**src/rtl/rat_int_ctrl_pkg.sv**
```systemverilog
// rtl/rat_int_ctrl_pkg.sv - shared types and defaults for the RAT interrupt controller
//
// Purpose: FSM state enum and default vector constants.
// Ports:   none (package rat_pkg).
package rat_pkg;

  typedef enum logic {
    IDLE = 1'b0,
    REQ  = 1'b1
  } int_state_t;

  localparam int         RAT_VEC_W        = 10;
  localparam logic [9:0] RAT_INT_VEC_BASE = 10'h3F0;

endpackage

```
**src/rtl/rat_int_ctrl_if.sv**
```systemverilog
// rtl/rat_int_ctrl_if.sv - control-unit side bus of the RAT interrupt controller
//
// Purpose: groups request lines, mask write, handshake and status signals.
// Ports:   none; modport slave is the controller, modport master is the
//          control unit / stimulus side.
//   IRQ[NUM_SRC]        source request lines
//   INT_EN              global enable (I flag)
//   MASK_WE, MASK_DIN   mask write strobe / value
//   INT_ACK, RETI       accept current request / ISR return
//   INT_REQ, INT_ID, INT_VEC   request, winning source, its vector
//   PENDING, IN_SERVICE status registers
interface rat_int_ctrl_if
  import rat_pkg::*;
#(
  parameter int NUM_SRC = 8,
  parameter int VEC_W   = RAT_VEC_W
) ();

  localparam int ID_W = $clog2(NUM_SRC);

  logic [NUM_SRC-1:0] IRQ;
  logic               INT_EN;
  logic               MASK_WE;
  logic [NUM_SRC-1:0] MASK_DIN;
  logic               INT_ACK;
  logic               RETI;
  logic               INT_REQ;
  logic [ID_W-1:0]    INT_ID;
  logic [VEC_W-1:0]   INT_VEC;
  logic [NUM_SRC-1:0] PENDING;
  logic [NUM_SRC-1:0] IN_SERVICE;

  modport master (
    output IRQ, INT_EN, MASK_WE, MASK_DIN, INT_ACK, RETI,
    input  INT_REQ, INT_ID, INT_VEC, PENDING, IN_SERVICE
  );

  modport slave (
    input  IRQ, INT_EN, MASK_WE, MASK_DIN, INT_ACK, RETI,
    output INT_REQ, INT_ID, INT_VEC, PENDING, IN_SERVICE
  );

endinterface

```
**src/rtl/rat_int_ctrl_prio_enc.sv**
```systemverilog
// rtl/rat_int_ctrl_prio_enc.sv - lowest-index-first priority encoder
//
// Purpose: finds the lowest set bit of a request vector.
// Ports:
//   req_i[N]    request vector
//   valid_o     any bit of req_i set
//   id_o        index of the lowest set bit (0 when none set)
module rat_prio_enc #(
  parameter  int N    = 8,
  localparam int ID_W = (N > 1) ? $clog2(N) : 1
) (
  input  logic [N-1:0]    req_i,
  output logic            valid_o,
  output logic [ID_W-1:0] id_o
);

  // Scan downward so the last hit, i.e. the lowest index, is kept.
  always_comb begin
    valid_o = 1'b0;
    id_o    = '0;
    for (int i = N - 1; i >= 0; i--) begin
      if (req_i[i]) begin
        valid_o = 1'b1;
        id_o    = ID_W'(i);
      end
    end
  end

endmodule

```
**src/rtl/rat_int_ctrl.sv**
```systemverilog
// rtl/rat_int_ctrl.sv - multi-source fixed-priority interrupt controller for the RAT MCU
//
// Purpose: edge-detects NUM_SRC request lines into a pending register, masks
//          them, picks the lowest-index eligible source and presents it to the
//          control unit through an INT_REQ/INT_ACK handshake; tracks in-service
//          sources until RETI.
// Ports:
//   CLK     rising-edge clock
//   RESET   asynchronous active-low reset
//   bus     rat_int_ctrl_if.slave (IRQ, INT_EN, MASK_WE/MASK_DIN, INT_ACK,
//           RETI in; INT_REQ, INT_ID, INT_VEC, PENDING, IN_SERVICE out)
// Config:  RAT_INT_NEST_EN defined   -> a source lower than the lowest
//                                       in-service source may nest.
//          RAT_INT_NEST_EN undefined -> nothing is eligible while any source
//                                       is in service.
// The interface instance must use the same NUM_SRC/VEC_W as this module.
module rat_int_ctrl
  import rat_pkg::*;
#(
  parameter int               NUM_SRC  = 8,
  parameter int               VEC_W    = RAT_VEC_W,
  parameter logic [VEC_W-1:0] VEC_BASE = VEC_W'(RAT_INT_VEC_BASE)
) (
  input  logic           CLK,
  input  logic           RESET,
  rat_int_ctrl_if.slave  bus
);

  localparam int ID_W = $clog2(NUM_SRC);

  logic [NUM_SRC-1:0] irq_q;
  logic [NUM_SRC-1:0] pending_q,    pending_d;
  logic [NUM_SRC-1:0] mask_q,       mask_d;
  logic [NUM_SRC-1:0] in_service_q, in_service_d;

  int_state_t         state_q;
  logic               int_req_q;
  logic [ID_W-1:0]    int_id_q;
  logic [VEC_W-1:0]   int_vec_q;

  logic [NUM_SRC-1:0] rise;
  logic [NUM_SRC-1:0] svc_ok;
  logic [NUM_SRC-1:0] eligible;
  logic               win_valid;
  logic [ID_W-1:0]    win_id;
  logic               is_valid;
  logic [ID_W-1:0]    is_id;
  logic               ack_take;
  logic               withdraw;

  assign rise = bus.IRQ & ~irq_q;

  // Lowest in-service source: gates nesting and is the bit RETI retires.
  rat_prio_enc #(.N(NUM_SRC)) u_svc_enc (
    .req_i   (in_service_q),
    .valid_o (is_valid),
    .id_o    (is_id)
  );

`ifdef RAT_INT_NEST_EN
  always_comb begin
    svc_ok = '0;
    for (int i = 0; i < NUM_SRC; i++) begin
      svc_ok[i] = !is_valid || (ID_W'(i) < is_id);
    end
  end
`else
  assign svc_ok = {NUM_SRC{~is_valid}};
`endif

  assign eligible = pending_q & mask_q & {NUM_SRC{bus.INT_EN}} & svc_ok;

  rat_prio_enc #(.N(NUM_SRC)) u_win_enc (
    .req_i   (eligible),
    .valid_o (win_valid),
    .id_o    (win_id)
  );

  // The ack is checked before the withdraw conditions, so an ack that
  // coincides with a mask write or INT_EN drop is still taken.
  assign ack_take = (state_q == REQ) && bus.INT_ACK;
  assign withdraw = (state_q == REQ) && !bus.INT_ACK &&
                    (!bus.INT_EN || !mask_q[int_id_q]);

  always_comb begin
    pending_d = pending_q;
    if (ack_take) begin
      pending_d[int_id_q] = 1'b0;
    end
    // Set after the ack clear: an edge coinciding with its own ack is queued.
    pending_d = pending_d | rise;

    in_service_d = in_service_q;
    if (bus.RETI && is_valid) begin
      in_service_d[is_id] = 1'b0;
    end
    if (ack_take) begin
      in_service_d[int_id_q] = 1'b1;
    end

    mask_d = bus.MASK_WE ? bus.MASK_DIN : mask_q;
  end

  always_ff @(posedge CLK or negedge RESET) begin
    if (!RESET) begin
      irq_q        <= '0;
      pending_q    <= '0;
      mask_q       <= '0;
      in_service_q <= '0;
    end else begin
      irq_q        <= bus.IRQ;
      pending_q    <= pending_d;
      mask_q       <= mask_d;
      in_service_q <= in_service_d;
    end
  end

  // Request FSM. The winner is frozen on entry to REQ; no re-arbitration.
  always_ff @(posedge CLK or negedge RESET) begin
    if (!RESET) begin
      state_q   <= IDLE;
      int_req_q <= 1'b0;
      int_id_q  <= '0;
      int_vec_q <= '0;
    end else begin
      case (state_q)
        IDLE: begin
          if (win_valid) begin
            state_q   <= REQ;
            int_req_q <= 1'b1;
            int_id_q  <= win_id;
            int_vec_q <= VEC_BASE + VEC_W'(win_id);
          end
        end
        REQ: begin
          if (ack_take || withdraw) begin
            state_q   <= IDLE;
            int_req_q <= 1'b0;
          end
        end
        default: begin
          state_q   <= IDLE;
          int_req_q <= 1'b0;
        end
      endcase
    end
  end

  assign bus.INT_REQ    = int_req_q;
  assign bus.INT_ID     = int_id_q;
  assign bus.INT_VEC    = int_vec_q;
  assign bus.PENDING    = pending_q;
  assign bus.IN_SERVICE = in_service_q;

endmodule

```
**src/flat_wrapper.sv**
```systemverilog
// flat-port wrapper written by rule: the top's interface ports become plain ports
module rat_int_ctrl_flat import rat_pkg::*;
#(
  parameter int               NUM_SRC  = 8,
  parameter int               VEC_W    = RAT_VEC_W,
  parameter logic [VEC_W-1:0] VEC_BASE = VEC_W'(RAT_INT_VEC_BASE)
)
  (CLK, RESET, bus_IRQ, bus_INT_EN, bus_MASK_WE, bus_MASK_DIN, bus_INT_ACK, bus_RETI, bus_INT_REQ, bus_INT_ID, bus_INT_VEC, bus_PENDING, bus_IN_SERVICE);
  rat_int_ctrl_if #(.NUM_SRC(NUM_SRC), .VEC_W(VEC_W)) bus_i ();
  input  logic CLK;
  input  logic RESET;
  input wire logic [$bits(bus_i.IRQ)-1:0] bus_IRQ;
  input wire logic [$bits(bus_i.INT_EN)-1:0] bus_INT_EN;
  input wire logic [$bits(bus_i.MASK_WE)-1:0] bus_MASK_WE;
  input wire logic [$bits(bus_i.MASK_DIN)-1:0] bus_MASK_DIN;
  input wire logic [$bits(bus_i.INT_ACK)-1:0] bus_INT_ACK;
  input wire logic [$bits(bus_i.RETI)-1:0] bus_RETI;
  output wire logic [$bits(bus_i.INT_REQ)-1:0] bus_INT_REQ;
  output wire logic [$bits(bus_i.INT_ID)-1:0] bus_INT_ID;
  output wire logic [$bits(bus_i.INT_VEC)-1:0] bus_INT_VEC;
  output wire logic [$bits(bus_i.PENDING)-1:0] bus_PENDING;
  output wire logic [$bits(bus_i.IN_SERVICE)-1:0] bus_IN_SERVICE;
  assign bus_i.IRQ = bus_IRQ;
  assign bus_i.INT_EN = bus_INT_EN;
  assign bus_i.MASK_WE = bus_MASK_WE;
  assign bus_i.MASK_DIN = bus_MASK_DIN;
  assign bus_i.INT_ACK = bus_INT_ACK;
  assign bus_i.RETI = bus_RETI;
  assign bus_INT_REQ = bus_i.INT_REQ;
  assign bus_INT_ID = bus_i.INT_ID;
  assign bus_INT_VEC = bus_i.INT_VEC;
  assign bus_PENDING = bus_i.PENDING;
  assign bus_IN_SERVICE = bus_i.IN_SERVICE;
  rat_int_ctrl #(.NUM_SRC(NUM_SRC), .VEC_W(VEC_W), .VEC_BASE(VEC_BASE)) u_core (.CLK(CLK), .RESET(RESET), .bus(bus_i));
endmodule
```
**config.mk**
```make
export PLATFORM = sky130hd
export DESIGN_NAME = rat_int_ctrl_flat
export DESIGN_NICKNAME = d
export VERILOG_FILES = /design/src/rtl/rat_int_ctrl_pkg.sv /design/src/rtl/rat_int_ctrl_if.sv /design/src/rtl/rat_int_ctrl_prio_enc.sv /design/src/rtl/rat_int_ctrl.sv /design/src/flat_wrapper.sv
export SDC_FILE = /design/constraint.sdc
export NUM_CORES = 1
export LEC_CHECK = 0
export CAP_MARGIN = 20
export CORE_AREA = 2 2 91 71
export CTS_CLUSTER_DIAMETER = 30
export DETAILED_ROUTE_END_ITERATION = 7
export DIE_AREA = 0 0 93 73
export PLACE_DENSITY = 0.61
export SYNTH_ARGS = -nofsm -noshare
export SYNTH_HDL_FRONTEND = slang
export SYNTH_SLANG_ARGS = --single-unit
```
**constraint.sdc**
```tcl
create_clock -name CLK -period 2.7 [get_ports CLK]
set_input_delay 0.54 -clock CLK [delete_from_list [all_inputs] [get_ports CLK]]
set_output_delay 0.54 -clock CLK [all_outputs]
set_load 0.05 [all_outputs]
```
==> results of run 1 <==
-- logic make-up (layout without fill, tap and decap cells) --
logic type	Yosys count	in the layout	synth area share
compound gates	30	30	0.123
flops	38	38	0.558
simple gates	55	55	0.153
other cells	1	1	0.00220
mux	13	13	0.0895
buf+inv	23	70	0.0748
-- path summary, 6_finish.rpt --
check	slack (ns)	from	depth (start not counted)	end
max	0.43	u_core.bus.INT_ID[0]	1	bus_INT_ID[0]
min	0.36	RESET	1	u_core.bus.IN_SERVICE[5]
max reg2reg	1.04	u_core.bus.INT_ID[0]	5	u_core.state_q
min reg2reg	0.42	u_core.irq_q[2]	1	u_core.bus.PENDING[2]
max in group asynchronous	1.80	RESET	1	u_core.mask_q[4]
min in group CLK	0.42	u_core.irq_q[2]	1	u_core.bus.PENDING[2]
-- layer usage --
layer  up-vias  wire (um)  global-route usage
met5         -          0                   0
met4         0         14              0.0343
met3         2        259              0.0362
met2        47       1660               0.186
met1       605       1880               0.173
li1        633          -                   -
-- sequential cells by signal, summed over array words and instances (netlist names) --
| register | flops |
|---|---|
| u_core.bus.PENDING | 8 |
| u_core.state_q | 1 |
| u_core.bus.INT_ID | 2 |
| u_core.bus.INT_REQ | 1 |
| u_core.mask_q | 8 |
| u_core.bus.INT_VEC | 2 |
| u_core.bus.IN_SERVICE | 8 |
| u_core.irq_q | 8 |
-- stage by stage --
stage	power [mW]	instance area, um^2	setup WS (ns)
floorplan	1.48	1710	0.930
global placement	1.75	2220	0.714
detailed placement	1.77	2220	0.646
CTS	2.17	2310	0.420
global route	2.28	2310	0.349
finish	2.14	2310	0.432
-- cells in the final DEF, fill, tap and decap left out, types with 4 or more instances in the layout --
master,Yosys,layout
nand2_1,32,32
nand3_1,5,5
mux2_2,8,8
mux2i_1,4,4
clkdlybuf4s50_1,0,49
dfrtp_1,38,38
nor2_1,5,5
o21ai_0,13,13
clkbuf_8,0,6
inv_1,12,12
-- power by group through the flow --
stage                     clock network, mW  registers, mW  logic (mW)
after floorplan                           0           1.04       0.434
after global placement                    0          0.816       0.933
after detailed placement                  0          0.820       0.948
after CTS                             0.409          0.809       0.950
after global routing                  0.437          0.833        1.01
final                                 0.392          0.807       0.944
-- layout make-up --
class / count / area share
clock buffer: 7 / 0.0374
clock inverter: 1 / 0.00217
inverter: 12 / 0.0195
multi-input combinational: 99 / 0.271
sequential: 38 / 0.411
tap: 81 / 0.0439
timing repair buffer: 50 / 0.214
==> results_dict.tcl, run 1 <==
set metrics [dict create \
    status "finished, final reports clean" \
    io_pins 52 \
    ant_nets 0 \
    sw_frac_of_total 0.426 \
    drive_above_1_share 0.116 \
    die_w_um 93 \
    gr-usage-all-layers 0.123 \
    grt_pass1_wl_um 6270 \
    drc_errors 0 \
    viasPerCell 4.47 \
    worstSetupPathType "reg -> out" \
    max-slew-margin-rel 0.434 \
    power.density_nw_per_um2 927 \
    fin_util 0.385 \
    cts_inserted_buffers 5 \
    post_cts_buffers 0 \
    p_sw_uw 912 \
    place.gp.congestion 0.768 \
    h-tree-depth 2 \
    yosysTopAreaCellShare 0.558 \
    hold_viol_final 0 \
    worstPathMaxFanout 9 \
    syn-cell-area_um2 1710 \
    wirelength_um 3810 \
    synth_common_cells "dfrtp_1, nand2_1, o21ai_0" \
    n_antenna_cell 0 \
    cts_tree "built" \
    fin_nets 228 \
    gr-total-overflow 0 \
    clk_latency_ns 0.28 \
    multiInputGateArea_um2 627 \
    rows 25 \
    path_buf_inv 1 \
    synthToLayoutAreaGrowth_pct 35.5 \
    cap_violations 0 \
    tns_ns 0 \
    yosysTopAreaCell "dfrtp_1" \
    comb_power_share 0.440 \
    clkSlewWorstSetupHoldPaths_ns 0.07 \
    hold_ws_ns 0.356 \
    cts_root_buffer "clkbuf_8" \
    finalSetupViolations 0 \
    vias 1287 \
    initial_utilization 0.284 \
    die_h_um 73 \
    synth_seq_cells 38 \
    coreArea_um2 6010 \
    synth-main-ff-cell "dfrtp_1" \
    fin_crit_sh 0.840 \
    yosysUniqueCellTypes 34 \
    period_minus_slack_ns 2.27 \
    power_leakage_nw 1.04 \
    clkSinkCount 38 \
    layout.cells.non_filler 288 \
    grt_setup_unrepaired "no" \
    wl_per_cell_um 13.2 \
    async_reset_ff_frac 1.00 \
    synth_nets 182 \
    timing.critical_path.to_type "output pin" \
    fin_skew_ns 0.00474 \
    post-synth-top-count-cell "dfrtp_1" \
    intPower_mw 1.23 \
    n_fill_cell 601 \
    p_clk_frac 0.183 \
    yosysWarningCount 0 \
    synthTopCellsByArea "dfrtp_1, nand2_1, mux2_2" \
    crit_chain "clkdlybuf4s50_1" \
    critPathMaxStageDelay_ns 0.88 \
    crit_path_start_kind "flip-flop" \
    seqCellArea_um2 951 \
    clock.fmax_mhz 441 \
    tightest_slew_ns 0.849 \
    syn_avg_cell_area_um2 10.7 \
    grt_max_degree 39 \
    seqPwrFrac 0.376 \
    required_ns 2.16 \
    ir_drop_v 0.000262 \
    cp.arrival_ns 1.73 \
    critPathSlowestCell "clkdlybuf4s50_1" \
    netlist_instances 160 \
    firstDrtPassIters 4 \
    post_cts_resized 0 \
    first_global_vias 1256 \
    drt_iter0_markers 74 \
    clk_path_buf_depth 2 \
    synth_edf_count 0 \
    hold_buffers 0 \
    seq_area_frac_synth 0.558 \
    holdCritPathClass "in -> async" \
    portBuffers 50 \
    dieArea_um2 6790 \
    hpwl_um 3030 \
    critPathTopFamily "buffers and inverters" \
    finalMaxSlewViolations 0 \
    grt_antenna_before_repair 0 \
    dpl.cell_count 280 \
]
(Power assumes the default switching activity.)
==> run 2: changes to the inputs <==
Clock period 2.7 ns to 2.26 ns, I/O delays scaled along.
==> run 2 against run 1 <==
  * Worst hold slack lost 0.086 ns
  * Clock power rose by 14%
  * Count of clock-buffer cells in the layout down 1
  * Sequential share of layout area rose by 0.16 points
  * First-iteration DRC count is 14% lower
  * Sequential power rose by 20%
  * Critical path depth unchanged
  * Critical path type unchanged
  * Largest power group unchanged
==> results_dict.tcl, run 2 (same netlist as run 1, synthesis figures left out) <==
set metrics [dict create \
    period_minus_slack_ns 2.19 \
    finalSetupViolations 0 \
    top_layer_used "met4" \
    wirelength_um 3780 \
    die_h_um 73 \
    die_w_um 93 \
    post_cts_buffers 0 \
    wl_per_cell_um 13.2 \
    vias 1252 \
    layout.cells.non_filler 286 \
    gr-usage-all-layers 0.122 \
    wl_met3_um 245 \
    fin_crit_sh 0.971 \
    cp-startpoint "u_core.bus.INT_ID[0]" \
    finalMaxSlewViolations 0 \
    synthToLayoutAreaGrowth_pct 35.0 \
    crit_path_start_kind "flip-flop" \
    post_cts_resized 0 \
    required_ns 1.81 \
    place.gp.congestion 0.767 \
    cts_tree "built" \
    path_buf_inv 1 \
    final_common_cell "clkdlybuf4s50_1" \
    route.met2.wl_um 1590 \
    worstPathMaxFanout 9 \
    r2r_start "u_core.bus.INT_ID[0]" \
    cts_inserted_buffers 5 \
    pre_cts_slack_ns 0.296 \
    n_fill_cell 600 \
    gr-total-overflow 0 \
    power.density_nw_per_um2 1100 \
    critPathMaxStageDelay_ns 0.88 \
    cts_root_buffer "clkbuf_8" \
    grt_antenna_before_repair 0 \
    wl_met1_um 1890 \
    io_pins 52 \
    status "finished, final reports clean" \
    layout_setup_ws_ns 0.0665 \
    cap_violations 0 \
    worstSetupPathType "reg -> out" \
    dpl.cell_count 280 \
    critPathTopFamily "buffers and inverters" \
    critPathSlowestCell "clkdlybuf4s50_1" \
    timing.critical_path.to_type "output pin" \
    initial_utilization 0.284 \
    clk_latency_ns 0.28 \
    crit_chain "clkdlybuf4s50_1" \
    h-tree-depth 2 \
    drc_errors 0 \
    hpwl_um 3000 \
    grt_pass1_wl_um 6250 \
    fin_nets 228 \
    dieArea_um2 6790 \
    clock.fmax_mhz 456 \
    grt_setup_unrepaired "no" \
    fin_skew_ns 0.00766 \
    ant_nets 0 \
    drt_iter0_markers 64 \
    drive_above_1_share 0.112 \
    n_antenna_cell 0 \
    coreArea_um2 6010 \
    hold_buffers 0 \
    final_cell_mix "clkdlybuf4s50_1, dfrtp_1, nand2_1" \
    cp.arrival_ns 1.74 \
    ir_drop_v 0.000280 \
    grt_max_degree 39 \
    rows 25 \
    viasPerCell 4.38 \
    clkSinkCount 38 \
    tns_ns 0 \
    tightest_slew_ns 0.857 \
    hold_viol_final 0 \
    portBuffers 50 \
    clk_path_buf_depth 2 \
    clkSlewWorstSetupHoldPaths_ns 0.07 \
    firstDrtPassIters 4 \
    max-slew-margin-rel 0.429 \
    first_global_vias 1263 \
    power_leakage_nw 1.03 \
    holdCritPathClass "in -> async" \
]
## run 2: cell count changes in the layout (fill, tap and decap cells not counted)
cell	before	now
clkinv_2	1	0
clkbuf_1	1	0
## run 2: path summary, 6_finish.rpt
| kind | end | cells past startpoint | slack (ns) |
|---|---|---|---|
| max reg2reg | u_core.state_q | 5 | 0.58 |
| min | u_core.bus.IN_SERVICE[5] | 1 | 0.27 |
| min reg2reg | u_core.bus.PENDING[2] | 1 | 0.42 |
| min in group CLK | u_core.bus.PENDING[2] | 1 | 0.42 |
| max | bus_INT_VEC[0] | 1 | 0.07 |
| max in group asynchronous | u_core.irq_q[2] | 1 | 1.44 |
## run 2: routing by layer
layer | vias up | GRT usage
met5 | - | 0
met4 | 0 | 0.0392
li1 | 632 | -
met2 | 40 | 0.188
met3 | 7 | 0.0424
met1 | 573 | 0.164
## run 2: where the power goes
| part | internal, mW | switching, mW |
|---|---|---|
| clock | 0.235 | 0.213 |
| sequential | 0.801 | 0.164 |
| combinational | 0.423 | 0.705 |
| total | 1.46 | 1.08 |
## run 2: metrics by stage
step	power [mW]	hold slack (ns)	utilization	area, um^2
6_report	2.54	0.270	0.383	2300
5_1_grt	2.71	0.339	0.383	2300
4_1_cts	2.57	0.303	0.383	2300
3_5_place_dp	2.11	0.409	0.370	2220
3_3_place_gp	2.09	0.400	0.370	2220
2_1_floorplan	1.76	0.156	-	1710
## run 2: area by class of cell
| cell class | count | area (um^2) | share of cell area |
|---|---|---|---|
| Clock buffer | 6 | 82.6 | 0.0359 |
| Sequential cell | 38 | 951 | 0.413 |
| Tap cell | 81 | 101 | 0.0440 |
| Multi-Input combinational cell | 99 | 627 | 0.272 |
| Inverter | 12 | 45.0 | 0.0196 |
| Timing Repair Buffer | 50 | 495 | 0.215 |
==> run 3: changes to the inputs <==
Settings changed: GPL_ROUTABILITY_DRIVEN set to 0, MAX_ROUTING_LAYER set to met4.
Clock period 2.26 ns to 2.2 ns, I/O delays scaled along.
==> run 3 against run 2 <==
  * Total power is 7.1% higher
  * Worst setup slack improved by 0.015 ns
  * Sequential cell count is the same
  * Worst hold slack worse by 0.015 ns
  * Global-route usage up 0.11 points
  * Critical path depth is the same
  * Die area unchanged
  * Cell area is 0.82% higher
  * Sequential power up 2.8%
  * Non-clock buffer count did not move
  * Core utilization grew 0.31 points
  * Critical path type unchanged
==> results_dict.tcl, run 3 (same netlist as run 1, synthesis figures left out) <==
set metrics [dict create \
    h-tree-depth 2 \
    critPathTopFamily "buffers and inverters" \
    r2r-end "u_core.bus.INT_REQ" \
    synthToLayoutAreaGrowth_pct 36.1 \
    gr-total-overflow 0 \
    grt_pass1_wl_um 5990 \
    worstPathMaxFanout 9 \
    clk_path_buf_depth 2 \
    period_minus_slack_ns 2.12 \
    finalMaxSlewViolations 0 \
    clk_latency_ns 0.28 \
    viasPerCell 4.43 \
    drt_iter0_markers 34 \
    finalSetupViolations 0 \
    power_mw 2.72 \
    critPathMaxStageDelay_ns 0.87 \
    wirelength_um 3860 \
    first_global_vias 1152 \
    die_h_um 73 \
    dieArea_um2 6790 \
    ant_nets 0 \
    r2r_start "u_core.bus.INT_ID[0]" \
    worstSetupPathType "reg -> out" \
    final_cell_mix "clkdlybuf4s50_1, dfrtp_1, nand2_1" \
    drive_above_1_share 0.135 \
    initial_utilization 0.284 \
    crit_path_start_kind "flip-flop" \
    clkSinkCount 38 \
    fin_nets 228 \
    grt_setup_unrepaired "no" \
    die_w_um 93 \
    layout.cells.non_filler 288 \
    fin_util 0.386 \
    cap_violations 0 \
    post_cts_buffers 0 \
    cp.arrival_ns 1.68 \
    coreArea_um2 6010 \
    clock.fmax_mhz 472 \
    power.density_nw_per_um2 1170 \
    fin_skew_ns 0.00258 \
    tns_ns 0 \
    firstDrtPassIters 6 \
    hold_ws_ns 0.255 \
    power_leakage_nw 1.05 \
    cts_inserted_buffers 5 \
    cts_root_buffer "clkbuf_8" \
    wl_per_cell_um 13.4 \
    required_ns 1.76 \
    hpwl_um 3060 \
    tightest_slew_ns 0.849 \
    grt_max_degree 39 \
    ff2ff_setup_slack_ns 0.52 \
    rows 25 \
    hold_buffers 0 \
    final_common_cell "clkdlybuf4s50_1" \
    drc_errors 0 \
    n_antenna_cell 0 \
    post_cts_resized 0 \
    status "finished, final reports clean" \
    gr-usage-all-layers 0.124 \
    portBuffers 50 \
    fin_crit_sh 0.963 \
    path_buf_inv 1 \
    hold_viol_final 0 \
    rr_worst_depth 4 \
    holdCritPathClass "in -> async" \
    grt_antenna_before_repair 0 \
    dpl.cell_count 280 \
    critPathSlowestCell "clkdlybuf4s50_1" \
    vias 1276 \
    cts_tree "built" \
    max-slew-margin-rel 0.434 \
    io_pins 52 \
    ir_drop_v 0.000305 \
    timing.critical_path.to_type "output pin" \
    clkSlewWorstSetupHoldPaths_ns 0.07 \
    crit_chain "clkdlybuf4s50_1" \
]
## run 3: changes by cell type in the layout (fill, tap and decap cells not counted), sizes merged
cell	delta
clkdlybuf4s50	-3
clkbuf	-1
bufinv	+1
clkinv	+2
buf	+3
## run 3: worst max-delay path by stage
| stage | cells after the start | endpoint | slack, ns | startpoint |
|---|---|---|---|---|
| after CTS | 1 | bus_INT_ID[2] | 0.07 | u_core.bus.INT_VEC[2] |
| final | 1 | bus_INT_ID[2] | 0.08 | u_core.bus.INT_VEC[2] |
| after global placement | 4 | u_core.bus.INT_ID[1] | 0.32 | bus_INT_EN |
| after global routing | 1 | bus_INT_ID[2] | 0.007 | u_core.bus.INT_VEC[2] |
| after detailed placement | 4 | u_core.bus.INT_ID[0] | 0.25 | bus_INT_EN |
| after floorplan | 5 | u_core.bus.INT_REQ | 0.43 | u_core.bus.INT_ID[0] |
## run 3: per-layer routing
metal	vias to the layer above	global-route usage	share of wire
met3	2	0.0413	0.060
li1	629	-	-
met5	-	-	0
met1	601	0.174	0.49
met4	0	0.0441	0.0054
met2	44	0.165	0.44
## run 3: metrics by stage
stage | cell area, um^2 | setup WS, ns
4_1_cts | 2320 | 0.0675
3_5_place_dp | 2210 | 0.247
6_report | 2320 | 0.0816
3_3_place_gp | 2210 | 0.315
2_1_floorplan | 1710 | 0.430
5_1_grt | 2320 | 0.00714
## run 3: cell type report
type | instances | area [um^2]
Clock buffer | 5 | 68.8
Tap cell | 81 | 101
Fill cell | 607 | 3680
Sequential cell | 38 | 951
Inverter | 12 | 45.0
Clock inverter | 3 | 40.0
Timing Repair Buffer | 50 | 488
Multi-Input combinational cell | 99 | 627
## run 3: where the power goes
part / leakage (nW) / switching, mW / internal (mW)
clock: 0.0579 / 0.243 / 0.334
combinational: 0.553 / 0.725 / 0.428
sequential: 0.442 / 0.169 / 0.823
total: 1.05 / 1.14 / 1.58
